[src/rtl/dest_scoreboard_pipe.sv]
// dest_scoreboard_pipe: decodes the destination {rd, we} of each 16-bit
// instruction, tracks in-flight writes in a DEPTH-stage shift scoreboard,
// stalls the issuing instruction on a RAW hazard and presents the writeback
// DEPTH cycles after issue.
// Optional macro DEST_FWD_EN: the register file bypasses the writeback-cycle
// write, so the retiring stage s[DEPTH-1] is excluded from hazard checks.
module dest_scoreboard_pipe #(
    parameter int DEPTH = 3,
    parameter int CNT_W = 4
) (
    input  logic             clk,
    input  logic             rst,
    input  logic             instr_valid,
    input  logic [15:0]      instr,
    output logic             instr_ready,
    input  logic             flush,
    output logic             wb_valid,
    output logic [2:0]       wb_rd,
    output logic             wb_we,
    output logic             hazard,
    output logic [CNT_W-1:0] pend_count
);

    typedef struct packed {
        logic       v;
        logic [2:0] rd;
        logic       we;
    } sb_entry_t;

`ifdef DEST_FWD_EN
    localparam int HZ_N = DEPTH - 1;
`else
    localparam int HZ_N = DEPTH;
`endif

    sb_entry_t [DEPTH-1:0] s_q, s_d;
    logic [CNT_W-1:0]      pend_count_q, pend_count_d;

    logic [4:0] op;
    logic [2:0] rs, rt;
    logic [2:0] dec_rd;
    logic       dec_we;
    logic       use_rs, use_rt, use_r7;
    logic       hit;
    logic       unused_lsb;

    assign op         = instr[15:11];
    assign rs         = instr[10:8];
    assign rt         = instr[7:5];
    assign unused_lsb = ^instr[1:0];

    // Destination decode: which register the instruction writes, if any.
    always_comb begin
        dec_rd = 3'd0;
        dec_we = 1'b0;
        casez (op)
            5'b11011, 5'b111??, 5'b11001: begin dec_rd = instr[4:2];  dec_we = 1'b1; end
            5'b010??, 5'b101??, 5'b10001: begin dec_rd = instr[7:5];  dec_we = 1'b1; end
            5'b10011, 5'b11000, 5'b10010: begin dec_rd = instr[10:8]; dec_we = 1'b1; end
            5'b0011?:                     begin dec_rd = 3'd7;        dec_we = 1'b1; end
            default:                      begin dec_rd = 3'd0;        dec_we = 1'b0; end
        endcase
    end

    // Source decode: which register operands the instruction reads.
    always_comb begin
        use_rs = 1'b0;
        use_rt = 1'b0;
        casez (op)
            5'b11011, 5'b111??, 5'b11001, 5'b010??, 5'b101??,
            5'b100??, 5'b011??, 5'b00101, 5'b00111: use_rs = 1'b1;
            default:                                use_rs = 1'b0;
        endcase
        casez (op)
            5'b11011, 5'b111??, 5'b10000, 5'b10011: use_rt = 1'b1;
            default:                                use_rt = 1'b0;
        endcase
        use_r7 = (op == 5'b01110);
    end

    // RAW check against every live pending write (retiring stage optional).
    always_comb begin
        hit = 1'b0;
        for (int k = 0; k < HZ_N; k++) begin
            if (s_q[k].v && s_q[k].we) begin
                if (use_rs && (rs == s_q[k].rd))   hit = 1'b1;
                if (use_rt && (rt == s_q[k].rd))   hit = 1'b1;
                if (use_r7 && (s_q[k].rd == 3'd7)) hit = 1'b1;
            end
        end
    end

    assign hazard      = instr_valid & hit;
    assign instr_ready = ~rst & ~flush & ~hazard;

    // Next scoreboard: shift every cycle, load s[0] on issue, clear on flush.
    always_comb begin
        s_d = '0;
        if (!flush) begin
            for (int k = 1; k < DEPTH; k++) s_d[k] = s_q[k-1];
            if (instr_valid && instr_ready) begin
                s_d[0].v  = 1'b1;
                s_d[0].rd = dec_rd;
                s_d[0].we = dec_we;
            end
        end
    end

    // Pending write count as seen after the next edge.
    always_comb begin
        pend_count_d = '0;
        for (int k = 0; k < DEPTH; k++)
            if (s_d[k].v && s_d[k].we) pend_count_d = pend_count_d + CNT_W'(1);
    end

    // Scoreboard and count registers; reset discards every in-flight write.
    always_ff @(posedge clk) begin
        if (rst) begin
            s_q          <= '0;
            pend_count_q <= '0;
        end else begin
            s_q          <= s_d;
            pend_count_q <= pend_count_d;
        end
    end

    assign wb_valid   = s_q[DEPTH-1].v;
    assign wb_rd      = s_q[DEPTH-1].rd;
    assign wb_we      = s_q[DEPTH-1].we;
    assign pend_count = pend_count_q;

endmodule
[config.mk]
export PLATFORM = sky130hd
export DESIGN_NAME = dest_scoreboard_pipe
export DESIGN_NICKNAME = d
export VERILOG_FILES = /design/src/rtl/dest_scoreboard_pipe.sv
export SDC_FILE = /design/constraint.sdc
export NUM_CORES = 1
export LEC_CHECK = 0
export BUFFER_PORTS_ARGS = -buffer_cell sky130_fd_sc_hd__buf_4
export CORE_MARGIN = 2
export CORE_UTILIZATION = 54
export CTS_CLUSTER_DIAMETER = 60
export DETAILED_ROUTE_END_ITERATION = 8
export PLACE_DENSITY = 0.92
export SYNTH_ARGS = -nofsm -noshare
export SYNTH_HDL_FRONTEND = slang
export SYNTH_SLANG_ARGS = --single-unit
[constraint.sdc]
create_clock -name clk -period 4.15 [get_ports clk]
set_input_delay 0.83 -clock clk [delete_from_list [all_inputs] [get_ports clk]]
set_output_delay 0.83 -clock clk [all_outputs]
set_load 0.005 [all_outputs]
### Word-level counts from Yosys, hierarchy flattened

Index checks and enable logic that the tools add are counted.

* output and inout bits: 11
* latch bits: 0
* input port bits: 20
* RAM bits: 0
* memories kept: 0
* register bits: 19
* memory bits (read-only): 0

* eq/ne operators: 25
* reductions and logical operators: 24
* bitwise gates (word level): 7
* muxes and demuxes: 21
* order comparisons: 0
* div/mod/pow operators: 0
* add/sub/neg operators: 2
* multipliers: 0
* shifts and indexed selects: 0

Operator list (number)
* 5-bit equality test, second input constant: 7
* 3-bit equality test: 6
* 3-bit equality test, second input constant: 6
* 1-bit logical AND: 16
* 1-bit 2-to-1 mux: 16
* 15-bit 2-to-1 mux: 1
* 3-bit case mux with 4 select lines: 1
* 3-bit OR reduction: 4
* 5-bit by 3-bit equality test with 1-bit output, second input constant: 2
* 10-bit OR reduction: 1
* 9-bit OR reduction: 1
* 4-bit by 1-bit adder with 4-bit output, second input constant: 2
* 4-bit 2-to-1 mux: 2
* 3-bit by 2-bit equality test with 1-bit output, second input constant: 2
* 5-bit by 4-bit equality test with 1-bit output, second input constant: 1
* 5-bit 2-to-1 mux: 1
* 4-bit by 2-bit equality test with 1-bit output, second input constant: 1
* 1-bit NOT: 4
* 4-bit OR reduction: 1
* 1-bit bitwise AND: 3
* 2-bit OR reduction: 1

### Logic depth before layout (Yosys ltp)

* depth in word-level cells: 28
* depth in mapped cells: 9
* mapped depth without buffers: 8

### Least setup slack after synthesis

No wires, ideal clock.

* path kind: input to output
* start: in instr[15]
* end: out instr_ready
* stages: 5
* required time: 3.320 ns
* path buffers: 1
* path slack: 1.382 ns
* arrival time: 1.938 ns
* path through: clkbuf_1 > a211oi_1 > a31o_2 > or3b_1 > and4_1

* longest elaborated chain between the ends: 19
* elaborated cells between the ends (all ways): 40

RTL lines
* start: declaration: RTL line 14 `input logic [15:0] instr,`
* 5-bit equality test (tied with other cells): RTL line 69, 74
* 9-bit OR reduction: RTL line 69 `casez (op)`
* 1-bit 2-to-1 mux: RTL line 69
* 1-bit logical AND: RTL line 86 `if (use_rs && (rs == s_q[k].rd)) hit = 1'b1;`
* 1-bit 2-to-1 mux: RTL line 86
* 1-bit 2-to-1 mux: RTL line 87 `if (use_rt && (rt == s_q[k].rd)) hit = 1'b1;`
* 1-bit 2-to-1 mux: RTL line 88 `if (use_r7 && (s_q[k].rd == 3'd7)) hit = 1'b1;`
* 1-bit 2-to-1 mux: RTL line 85 `if (s_q[k].v && s_q[k].we) begin`
* [... 3 more ...]
* 1-bit 2-to-1 mux: RTL line 85
* 1-bit 2-to-1 mux: RTL line 86
* 1-bit 2-to-1 mux: RTL line 87
* 1-bit 2-to-1 mux: RTL line 88
* 1-bit 2-to-1 mux *: RTL line 85
* 1-bit bitwise AND *: RTL line 93 `assign hazard = instr_valid & hit;`
* 1-bit NOT *: RTL line 94 `assign instr_ready = ~rst & ~flush & ~hazard;`
* 1-bit bitwise AND *: RTL line 94
* end: declaration: RTL line 15 `output logic instr_ready,`

Mark *: on every way between the ends. The rest lies on a longest branch, timed or not.

### Final worst setup path

* start: in instr[7]
* end: out instr_ready

* longest elaborated chain between the ends: 16
* elaborated cells between the ends (all ways): 20

RTL lines (RTL line)
* 3-bit equality test: 87
* 1-bit logical AND: 87
* 1-bit 2-to-1 mux: 87
* 1-bit 2-to-1 mux: 88
* 1-bit 2-to-1 mux: 85
* 1-bit 2-to-1 mux: 86
* 1-bit 2-to-1 mux: 87
* 1-bit 2-to-1 mux: 88
* 1-bit 2-to-1 mux: 85
* 1-bit 2-to-1 mux: 86
* 1-bit 2-to-1 mux: 87
* 1-bit 2-to-1 mux: 88
* 1-bit 2-to-1 mux *: 85
* 1-bit bitwise AND *: 93
* 1-bit NOT *: 94
* 1-bit bitwise AND *: 94

Marked as above.

==> flow_summary_export.csv <==
group,metric,value,unit
clocking,numCtsBuffers,3,
floorplanning,floorplan.initialDensity,56.5,%
setup_path,critPathTopFamily,"simple AND/OR/NAND/NOR gates",
setup_path,worst-path-max-fanout,4,
routing,drt_first_pass_iters,4,
synthesis,syn_area,1100,um2
synthesis,synth_area_leader_cell,"dfxtp_1",
timing,clock_skew,2.12,ps
clocking,clock_sinks,18,
setup_path,rr_startpoint,"wb_rd[2]",
routing,drt-initial-drc-count,22,
timing,fin_setup_tns,0,ps
hold_path,worstHoldStart,"s_q[4]",
synthesis,yosys_warnings,0,
layout,register_area,360,um2
routing,postRouteAntennaNets,0,
clocking,cts_tree,"built",
clocking,ctsLongestPathBuffers,2,
synthesis,synth_top_area_share,32.8,%
global_route,grt_use_total,23.5,%
synthesis,synth_flop_cell,"dfxtp_1",
layout,multiInputGateArea,679,um2
global_route,antenna_found_initial,0,
clocking,cts_resized,0,
synthesis,synth_nets,153,
setup_path,slowest_delay,440,ps
power_and_ir_drop,power_density,241,nW/um2
placement,io_buffers,27,
synthesis,synth_edf_count,0,
global_route,grt_max_degree,13,
global_route,overflow,0,
synthesis,async_flop_share,0,%
power_and_ir_drop,leakage,0.580,nW
hold_path,hold_path_class,"flip-flop to flip-flop",
setup_path,cpMaxStageDelayCell,"or3b_1",
timing,worst_slew_pin_slew,573,ps
timing,period_share,79.9,%
clocking,hold_buffers,0,
global_route,grt_pass1_wl,4330,um
setup_path,crit_buf_inv,2,
synthesis,ys_types,34,
timing,rsz0062_at_grt,"no",
setup_path,timing.rr.end,"pend_count[0]",
floorplanning,core,1940,um2
setup_path,r2r_slack,1570,ps
run_status,status,"finished clean",
setup_path,critical_path_class,"input port to primary output",
routing,wire_per_inst,14.1,um
timing,slew_violations,0,
synthesis,synth_area_leaders,"dfxtp_1 (33%), xor2_1 (14%), and2_1 (6.3%)",
clocking,clockRootBuffer,"clkbuf_4",
synthesis,synthCells,131,
layout,drive_gt1_share,22.9,%
floorplanning,die_w,49.1,um
setup_path,cpMostUsedCell,"buf_4",
clocking,cts_setup_buffers,0,
synthesis,synth_seq_cells,18,
timing,hold_ws,483,ps
setup_path,start_kind,"input port",
layout,nets,177,
placement,dp.final_hpwl,2060,um
setup_path,r2r_cells,8,
clocking,clk_pin_slew_worst_paths,90,ps
global_route,grt_pass1_vias,990,
placement,place_congestion,0.948,
setup_path,worstPathArrival,2490,ps
job,max_cap_violations,0,
clocking,htreeDepth,1,
timing,final_hold_viol_count,0,
power_and_ir_drop,power,0.316,mW
routing,routed_via_density,5.69,
routing,drc,0,
timing,setup_slack,834,ps
setup_path,end_kind,"primary output",
layout,synthToLayoutAreaGrowth,19.4,%
hold_path,whs_endpoint,"s_q[9]",
layout,finalCoreUtilization,67.5,%
placement,preCtsSetupSlack,902,ps
hold_path,hold_path_depth,1,
routing,vias,1024,
timing,max_slew_margin,61.6,%
clocking,insertion_delay,290,ps
timing,setup_viol,0,
routing,wl,2540,um
floorplanning,rows,16,
timing,period_needed,3320,ps
floorplanning,die_area,2410,um2
layout,n_fill_cell,179,
setup_path,crit_chain,"buf_4 -> xor2_1 -> nor4_1 -> nor3_1 -> or3b_1 -> and4_1 -> buf_4",
floorplanning,die_y,49.1,um
synthesis,ys_seq_area_share,32.8,%
synthesis,syn_area_per_cell,8.38,um2
synthesis,synth_commonest_cells,"dfxtp_1 (18), xor2_1 (18), and2_1 (11)",
layout,antenna_cells,0,
timing,fmax,0.302,GHz
floorplanning,pin_count,31,
power_and_ir_drop,peakVddDrop,0.000128,V
setup_path,required,3320,ps
worst register-to-register path: cells and delay by family (launching register included):
| family | cells | cell delay, ps |
|---|---|---|
| AOI/OAI and AO/OA | 2 | 390 |
| DFF | 1 | 430 |
| and+or+nand+nor | 4 | 1190 |
| adders and majority gates | 1 | 320 |
| xor gates and xnor gates | 1 | 190 |
cell type report:
cell class              count  share of cell area (%)
well taps                  27                    2.58
flip-flops and latches     18                    27.5
multi-input cells         102                    51.9
repair buffers             27                    15.5
inverters                   3                   0.860
clock buffers               3                    1.72
worst max-delay path by stage:
stage | startpoint | endpoint | slack (ps) | cells past startpoint
after floorplan | instr[15] | instr_ready | 1380 | 5
after global placement | instr[7] | instr_ready | 1030 | 7
after detailed placement | instr[7] | instr_ready | 900 | 7
after CTS | instr[7] | instr_ready | 900 | 7
after global routing | instr[7] | instr_ready | 810 | 7
final | instr[7] | instr_ready | 830 | 7
metrics by stage:
stage / cell area, um2 / std cells
6_report: 1310 / 180
5_1_grt: 1310 / 180
4_1_cts: 1310 / 180
3_5_place_dp: 1290 / 177
3_3_place_gp: 1290 / 177
2_1_floorplan: 1100 / 131
sequential cells by signal (all words and copies together) (netlist names):
signal / count
pend_count: 3
wb_rd: 3
wb_we: 1
s_q: 10
wb_valid: 1
routing by layer:
layer | GRT usage [%] | wire length, um
met5 | 0 | 0
met4 | 8.10 | 25
met3 | 6.13 | 156
met2 | 42.8 | 1330
met1 | 26.0 | 1030
cell usage in the layout (no fill, tap or decap), types with 5 or more instances in the layout:
cell type | Yosys | routed
nor4_1 | 7 | 7
and2_1 | 11 | 11
nor2_1 | 8 | 8
dfxtp_1 | 18 | 18
a21oi_1 | 8 | 8
nand3_1 | 5 | 5
buf_4 | 4 | 27
xor2_1 | 18 | 18
nand2_1 | 9 | 9
cell families (layout without fill, tap and decap cells):
family	count (synthesis)	in the layout	synth area share (%)
fa+ha+maj	2	2	2.28
mux	1	1	1.03
simple gates	60	60	31.5
buf+inv	11	33	5.24
xor+xnor	18	18	14.4
compound gates	20	20	12.4
flops	18	18	32.8
other cells	1	1	0.342
report_power, final:
part	total, mW	switching [mW]	internal, mW
Sequential	0.177	0.00210	0.175
Clock	0.0840	0.0503	0.0338
Combinational	0.0547	0.0291	0.0256
(Power assumes the default switching activity.)
